### config.mk
export PLATFORM = sky130hd
export DESIGN_NAME = fir_mac_ctrl
export DESIGN_NICKNAME = d
export VERILOG_FILES = /design/src/rtl/fir_mac_ctrl.sv
export SDC_FILE = /design/constraint.sdc
export NUM_CORES = 1
export LEC_CHECK = 0
export BUFFER_PORTS_ARGS = -buffer_cell sky130_fd_sc_hd__buf_2
export CELL_PAD_IN_SITES_DETAIL_PLACEMENT = 0
export CELL_PAD_IN_SITES_GLOBAL_PLACEMENT = 2
export CORE_MARGIN = 2
export CORE_UTILIZATION = 36
export CTS_CLUSTER_DIAMETER = 150
export CTS_CLUSTER_SIZE = 20
export DETAILED_ROUTE_END_ITERATION = 16
export PLACE_DENSITY_LB_ADDON = 0.1
export SYNTH_ARGS = -nofsm -noshare
export SYNTH_HDL_FRONTEND = slang
export SYNTH_SLANG_ARGS = --single-unit
### constraint.sdc
create_clock -name clk -period 6.7 [get_ports clk]
set_clock_uncertainty 0.05 [all_clocks]
set_input_delay 0.335 -clock clk [delete_from_list [all_inputs] [get_ports clk]]
set_output_delay 0.335 -clock clk [all_outputs]
set_load 0.05 [all_outputs]
### src/rtl/fir_mac_ctrl.sv
// Sequencing controller for a signed FIR filter: one shared multiply-accumulate
// stepped across the taps, sample in / result out on valid-ready handshakes.
module fir_mac_ctrl #(
  parameter int TAPS = 3,
  parameter int DW   = 8,
  parameter int CW   = 8,
  parameter int OW   = 18
) (
  input  logic          clk,
  input  logic          rst_n,
  input  logic          in_valid,
  output logic          in_ready,
  input  logic [DW-1:0] in_data,
  output logic          out_valid,
  input  logic          out_ready,
  output logic [OW-1:0] out_data,
  input  logic          coef_we,
  input  logic [2:0]    coef_addr,
  input  logic [CW-1:0] coef_data,
  output logic          busy
);

  // state | meaning
  // IDLE  | waiting for a sample, coefficient writes allowed
  // MAC   | one tap multiply-accumulate per cycle
  // DONE  | result held on out_data until downstream takes it
  localparam logic [1:0] S_IDLE = 2'd0;
  localparam logic [1:0] S_MAC  = 2'd1;
  localparam logic [1:0] S_DONE = 2'd2;

  localparam int IW = (TAPS > 1) ? $clog2(TAPS) : 1;
  localparam logic [IW-1:0] LAST_IDX = IW'(TAPS - 1);

  logic [1:0]            state;
  logic signed [DW-1:0]  data [TAPS];
  logic signed [CW-1:0]  coef [TAPS];
  logic signed [OW-1:0]  acc;
  logic [IW-1:0]         idx;
  logic signed [DW+CW-1:0] prod;
  logic signed [OW-1:0]  sum;
  logic                  coef_wr;

  function automatic logic signed [CW-1:0] default_coef(input int k);
    case (k)
      0:       default_coef = CW'(-1);
      1:       default_coef = CW'(2);
      2:       default_coef = CW'(3);
      default: default_coef = '0;
    endcase
  endfunction

  assign in_ready = (state == S_IDLE);
  assign busy     = (state == S_MAC);

  always_comb begin
    prod = data[idx] * coef[idx];
    sum  = acc + {{(OW-DW-CW){prod[DW+CW-1]}}, prod};
  end

  assign coef_wr = coef_we && !busy && (int'(coef_addr) < TAPS);

  always_ff @(posedge clk or negedge rst_n) begin
    if (!rst_n) begin
      for (int k = 0; k < TAPS; k++) coef[k] <= default_coef(k);
    end else if (coef_wr) begin
      coef[coef_addr[IW-1:0]] <= coef_data;
    end
  end

  always_ff @(posedge clk or negedge rst_n) begin
    if (!rst_n) begin
      state     <= S_IDLE;
      acc       <= '0;
      idx       <= '0;
      out_valid <= 1'b0;
      out_data  <= '0;
      for (int k = 0; k < TAPS; k++) data[k] <= '0;
    end else begin
      case (state)
        S_IDLE: begin
          if (in_valid) begin
            for (int k = TAPS - 1; k > 0; k--) data[k] <= data[k-1];
            data[0] <= in_data;
            acc     <= '0;
            idx     <= '0;
            state   <= S_MAC;
          end
        end
        S_MAC: begin
          acc <= sum;
          idx <= idx + IW'(1);
          if (idx == LAST_IDX) begin
            out_data  <= sum;
            out_valid <= 1'b1;
            state     <= S_DONE;
          end
        end
        S_DONE: begin
          if (out_ready) begin
            out_valid <= 1'b0;
            state     <= S_IDLE;
          end
        end
        default: state <= S_IDLE;
      endcase
    end
  end

endmodule

==> results.json, run 1 <==
{
  "simple_gate_portion_of_the_synthesized_area": 0.1668,
  "synthFlopType": "sky130_fd_sc_hd__dfrtp_1",
  "avgSynthCellArea_um2": 9.263,
  "dieHeight_um": 143.9,
  "synthTopCellsByArea": "sky130_fd_sc_hd__dfrtp_1 (28%), sky130_fd_sc_hd__fa_1 (16%), sky130_fd_sc_hd__ha_1 (8.3%)",
  "drt-pass1-iter-count": 4,
  "first_global_vias": 5602,
  "via_count": 5527,
  "synth_top_family_by_area": "adder cells",
  "hp-class": "in2reg",
  "drt_wl_total_mm": 18.34,
  "effective_utilization_at_floorplan": 0.3646,
  "clkLatencyLatePin_ns": 0.35,
  "clock_sinks": 89,
  "rr_worst_depth": 28,
  "min_period_ns": 6.444,
  "cp.required_ns": 6.88,
  "synth-compound-area-share": 0.1053,
  "timing.setup.critical_path_class": "reg2reg",
  "post_synth_mux_area_share": 0.06709,
  "sequential_element_share_of_the_synthesized_area": 0.3179,
  "synth-async-reset-ratio": 1.000,
  "cpPeakStageDelay_ns": 0.56,
  "worst_tran_pin_value_ns": 1.017,
  "post_route_antenna_net_violation_count": 0,
  "yosysTopAreaCellShare": 0.2769,
  "r2r_slack_ns": 0.26,
  "maximum_number_of_pins_on_one_net_before_global_route_repair": 77,
  "via_per_inst": 4.848,
  "synth_enable_flop_cells": 0,
  "netlist_area_um2": 7049,
  "grt.overflow.total": 0,
  "maximum_fanout_along_the_worst_path": 8,
  "drc": 0,
  "r2r-end": "acc[17]",
  "final-max-slew-violation-count": 0,
  "synth_xor_xnor_area_share": 0.03550,
  "worst_setup_hold_path_clk_slew_ns": 0.07,
  "rr_startpoint": "idx[0]",
  "worstHoldPathCells": 3,
  "drt_iter0_markers": 186,
  "ctsLongestPathBuffers": 2,
  "wire_per_inst_um": 16.09,
  "timing.hold.worst_endpoint": "data[17]",
  "critical_path.most_common_cell": "sky130_fd_sc_hd__fa_1",
  "run_status": "finished, final reports clean",
  "postSynthCellCount": 761,
  "h-tree-depth": 3,
  "area_growth_pct": 26.16,
  "area_share_of_fa_ha_maj_cells_after_synthesis": 0.2425,
  "coreArea_um2": 19330,
  "die_w_um": 143.9,
  "cts_root_buffer": "sky130_fd_sc_hd__clkbuf_16",
  "grt_util_all_layers": 0.1834,
  "hpwlAfterDp_mm": 13.67,
  "floorplan_die_area_um2": 20720,
  "antennaDiodeCount": 0,
  "synth.most_common_cell": "sky130_fd_sc_hd__nand2_1",
  "yosys_warnings": 0,
  "setup_viol": 0,
  "timing.final.hold_violations": 0,
  "place.port_buffers": 44,
  "setup.worst_path.start_class": "register",
  "postSynthRegisterBits": 89,
  "cpMaxStageDelayCell": "sky130_fd_sc_hd__fa_1",
  "yosysUniqueCellTypes": 62,
  "cp-end-kind": "register",
  "tritoncts_clock_tree": "done",
  "drive_above_1_share": 0.3040,
  "layout_worst_path_cycle_share": 0.9619,
  "cts_buffers": 9,
  "wire_length_of_the_first_global_routing_pass_mm": 29.30,
  "synth_top_cell_by_area": "sky130_fd_sc_hd__dfrtp_1",
  "initial_antenna_violation_count": 0,
  "maxClockFrequency_mhz": 155.2,
  "row_count": 51,
  "maxCapViolations": 0,
  "netlist_top_cells_count": "sky130_fd_sc_hd__nand2_1 (108), sky130_fd_sc_hd__inv_1 (100), sky130_fd_sc_hd__dfrtp_1 (78)",
  "syn_nets": 888,
  "pin_count": 45,
  "timing.max_slew.rel_slack": 0.3219,
  "nets": 998,
  "setup_total_negative_slack_ns": 0,
  "launch_point_of_the_worst_hold_path": "in_data[1]",
  "worst-endpoint-arrival_ns": 6.62,
  "gp_congestion": 0.9130
}
-- final cells by class --
type | instances | area, µm²
fillers | 1894 | 10440
multi-input cells | 552 | 4720
flip-flops and latches | 89 | 2242
repair buffers | 118 | 888.4
inverters | 101 | 379.1
well taps | 265 | 331.6
clock buffers | 10 | 229.0
clock inverters | 5 | 103.9
-- worst max-delay path, delay by kind of cell (launching register included) --
kind / cells / cell delay (ns)
AO/OA/AOI/OAI: 10 / 1.57
buffers and inverters: 7 / 0.81
AND/OR/NAND/NOR: 4 / 0.74
adder cells (fa/ha/maj): 6 / 2.57
flip-flops: 1 / 0.44
XOR/XNOR: 1 / 0.15
-- worst max path at each step --
stage               startpoint            to  slack [ns]  depth (start not counted)
finish                  idx[0]       acc[17]        0.26                         28
global route            idx[0]       acc[17]       -0.04                         28
CTS                     idx[0]       acc[17]       0.002                         29
detailed placement      idx[0]       acc[17]       -0.09                         29
global placement        idx[0]  out_data[15]        -0.1                         28
floorplan               idx[0]       acc[17]       0.005                         29
-- sequential cells by signal (all words and copies together), names as in the netlist --
signal,cells
state,2
out_data,18
idx,2
out_valid,1
data,24
acc,18
coef,24
-- logic make-up (layout without fill, tap and decap cells) --
| kind of cell | Yosys count | count (layout) |
|---|---|---|
| AOI/OAI and AO/OA | 117 | 117 |
| and+or+nand+nor | 261 | 261 |
| adders and majority gates | 103 | 103 |
| DFF | 89 | 89 |
| xor gates and xnor gates | 27 | 27 |
| muxes | 44 | 44 |
| buffers and inverters | 120 | 234 |
-- placed cells by master, fill, tap and decap left out, types with 11 or more instances in the layout --
| master | count |
|---|---|
| sky130_fd_sc_hd__a21oi_1 | 15 |
| sky130_fd_sc_hd__a21oi_2 | 18 |
| sky130_fd_sc_hd__buf_2 | 43 |
| sky130_fd_sc_hd__buf_4 | 63 |
| sky130_fd_sc_hd__clkbuf_16 | 11 |
| sky130_fd_sc_hd__dfrtp_1 | 77 |
| sky130_fd_sc_hd__dfstp_2 | 11 |
| sky130_fd_sc_hd__fa_1 | 53 |
| sky130_fd_sc_hd__ha_1 | 37 |
| sky130_fd_sc_hd__inv_1 | 89 |
| sky130_fd_sc_hd__inv_2 | 11 |
| sky130_fd_sc_hd__mux2_2 | 26 |
| sky130_fd_sc_hd__mux2i_1 | 17 |
| sky130_fd_sc_hd__nand2_1 | 108 |
| sky130_fd_sc_hd__nand3_1 | 24 |
| sky130_fd_sc_hd__nor2_1 | 69 |
| sky130_fd_sc_hd__o21ai_0 | 27 |
| sky130_fd_sc_hd__or2_2 | 13 |
| sky130_fd_sc_hd__xnor2_1 | 16 |
-- metal layers --
metal,global-route usage,share of wire
met5,0,0
met4,0.04283,0.017
met3,0.02766,0.019
met2,0.3108,0.50
met1,0.2475,0.47
-- stage by stage --
step	worst slack, ns	area (µm²)	instances	hold WS (ns)	util
after global placement	-0.09644	7961	1105	0.1448	0.4118
after detailed placement	-0.09346	7961	1105	0.1507	0.4118
final	0.2556	8894	1140	0.1232	0.4600
after CTS	0.002023	8327	1121	0.1119	0.4307
after floorplan	0.005429	7056	761	-0.01059	-
after global routing	-0.04250	8894	1140	0.1282	0.4600
-- repair_timing --
item                                   in CTS  in global routing
hold buffers                                1                  0
pin swaps                                   1                 44
gates cloned                                0                  2
buffers inserted                            0                 18
setup endpoints to repair                   6                 14
endpoints found under the hold margin      13                  0
resized for setup                           7                 86
Power of run 1 is left out: the tool's default activity adds up to more than one toggle a clock period on the data nets, which glitch-free logic cannot reach.
==> inputs of run 2 (changes only) <==
- BUFFER_PORTS_ARGS: -buffer_cell sky130_fd_sc_hd__buf_2 -> -buffer_cell sky130_fd_sc_hd__buf_4
==> results.json, run 2 (synthesis gave the netlist of run 1 again) <==
{
  "run_status": "finished, final reports clean",
  "final_cell_mix": "sky130_fd_sc_hd__nand2_1 (108), sky130_fd_sc_hd__buf_4 (102), sky130_fd_sc_hd__inv_1 (95)",
  "coreArea_um2": 19330,
  "post_route_antenna_net_violation_count": 0,
  "wire_length_of_the_first_global_routing_pass_mm": 27.87,
  "most_common_cell_after_layout_fill_and_taps_aside": "sky130_fd_sc_hd__nand2_1",
  "gp_congestion": 0.8698,
  "grt_util_all_layers": 0.1736,
  "nets": 989,
  "timing.max_slew.rel_slack": 0.3173,
  "drt_wl_total_mm": 17.04,
  "cpPeakStageDelay_ns": 0.54,
  "launch_point_of_the_worst_hold_path": "out_ready",
  "clkLatencyLatePin_ns": 0.35,
  "die_w_um": 143.9,
  "drt_iter0_markers": 211,
  "place.port_buffers": 44,
  "effective_utilization_at_floorplan": 0.3646,
  "hpwlAfterDp_mm": 13.14,
  "worst-endpoint-arrival_ns": 6.61,
  "drc": 0,
  "cts_root_buffer": "sky130_fd_sc_hd__clkbuf_16",
  "floorplan_die_area_um2": 20720,
  "first_global_vias": 5549,
  "largestRegisters": "coef x24, data x24",
  "grt.overflow.total": 0,
  "maxCapViolations": 0,
  "ctsLongestPathBuffers": 2,
  "h-tree-depth": 3,
  "maximum_number_of_pins_on_one_net_before_global_route_repair": 70,
  "via_per_inst": 4.867,
  "final-max-slew-violation-count": 0,
  "pin_count": 45,
  "timing.final.hold_violations": 0,
  "dieHeight_um": 143.9,
  "antennaDiodeCount": 0,
  "clock_sinks": 89,
  "drive_above_1_share": 0.2699,
  "maxClockFrequency_mhz": 155.8,
  "cp-end-kind": "register",
  "wire_per_inst_um": 15.05,
  "hp-class": "in2reg",
  "layout_worst_path_cycle_share": 0.9580,
  "timing.setup.critical_path_class": "reg2reg",
  "row_count": 51,
  "tritoncts_clock_tree": "done",
  "setup.worst_path.start_class": "register",
  "hold_slack_ns": 0.1151,
  "post-route-util": 0.4489,
  "critical_path.startpoint": "idx[0]",
  "cts_buffers": 9,
  "initial_antenna_violation_count": 0,
  "area_growth_pct": 23.13,
  "cpMaxStageDelayCell": "sky130_fd_sc_hd__fa_1",
  "setup_total_negative_slack_ns": 0,
  "rr_startpoint": "idx[0]",
  "fillerInstances": 1922,
  "min_period_ns": 6.419,
  "worst_setup_hold_path_clk_slew_ns": 0.07,
  "via_count": 5510,
  "worst_tran_pin_value_ns": 1.022,
  "drt-pass1-iter-count": 4,
  "setup_viol": 0,
  "maximum_fanout_along_the_worst_path": 6,
  "cp.required_ns": 6.89,
  "critical_path.most_common_cell": "sky130_fd_sc_hd__fa_1"
}
## run 2: changes by cell type in the layout (fill, tap and decap cells not counted), moves of 3 or more
cell | before | now
sky130_fd_sc_hd__ha_1 | 37 | 42
sky130_fd_sc_hd__buf_2 | 43 | 0
sky130_fd_sc_hd__nor2_1 | 69 | 72
sky130_fd_sc_hd__ha_4 | 8 | 4
sky130_fd_sc_hd__inv_2 | 11 | 5
sky130_fd_sc_hd__inv_1 | 89 | 95
sky130_fd_sc_hd__buf_4 | 63 | 102
sky130_fd_sc_hd__bufinv_16 | 3 | 0
## run 2: layout make-up
cell class | instances | area [µm²] | area share
Inverter | 101 | 379.1 | 0.04368
Clock inverter | 7 | 61.31 | 0.007064
Tap cell | 265 | 331.6 | 0.03820
Sequential cell | 89 | 2242 | 0.2583
Timing Repair Buffer | 109 | 883.3 | 0.1018
Multi-Input combinational cell | 552 | 4557 | 0.5250
Clock buffer | 9 | 225.2 | 0.02595
## run 2: worst max-delay path: cells and delay by family, from the launching register on
family | cells | cell delay [ns]
flops | 1 | 0.45
buf+inv | 9 | 0.90
simple gates | 3 | 0.35
mux | 1 | 0.19
compound gates | 9 | 1.44
fa+ha+maj | 6 | 2.76
xor+xnor | 1 | 0.14
## run 2: layer usage
metal,global-route usage,vias up,routed length (µm),share of wire
met5,0,-,0,0
met3,0.02599,16,365,0.021
met4,0.05263,0,294,0.017
met2,0.2957,69,8474,0.50
li1,-,2687,-,-
met1,0.2284,2738,7904,0.46
## run 2: through the flow
step | worst slack, ns | std cells | cell area (µm²)
floorplan | 0.005429 | 761 | 7056
global route | -0.02107 | 1132 | 8680
detailed placement | -0.1736 | 1103 | 8066
CTS | 0.01414 | 1120 | 8392
global placement | -0.1079 | 1103 | 8066
finish | 0.2811 | 1132 | 8680
## run 2: final timing paths
path | end | slack (ns) | cells past startpoint
max in group asynchronous | idx[0] | 5.02 | 3
worst min register to register | data[6] | 0.43 | 2
min in group asynchronous | out_data[7] | 0.35 | 2
worst min-delay path | state[1] | 0.12 | 2
worst max-delay path | acc[17] | 0.28 | 29
worst max register to register | acc[17] | 0.28 | 29
## run 2: timing repair
item                                   in CTS  in global routing
hold buffers                                1                  0
cloned                                      0                  1
resized for setup                           7                 46
setup endpoints to repair                   6                 10
pin swaps                                   0                 27
endpoints found under the hold margin      20                  0
setup buffers                               0                 11
Power of run 2 is left out for the same reason.
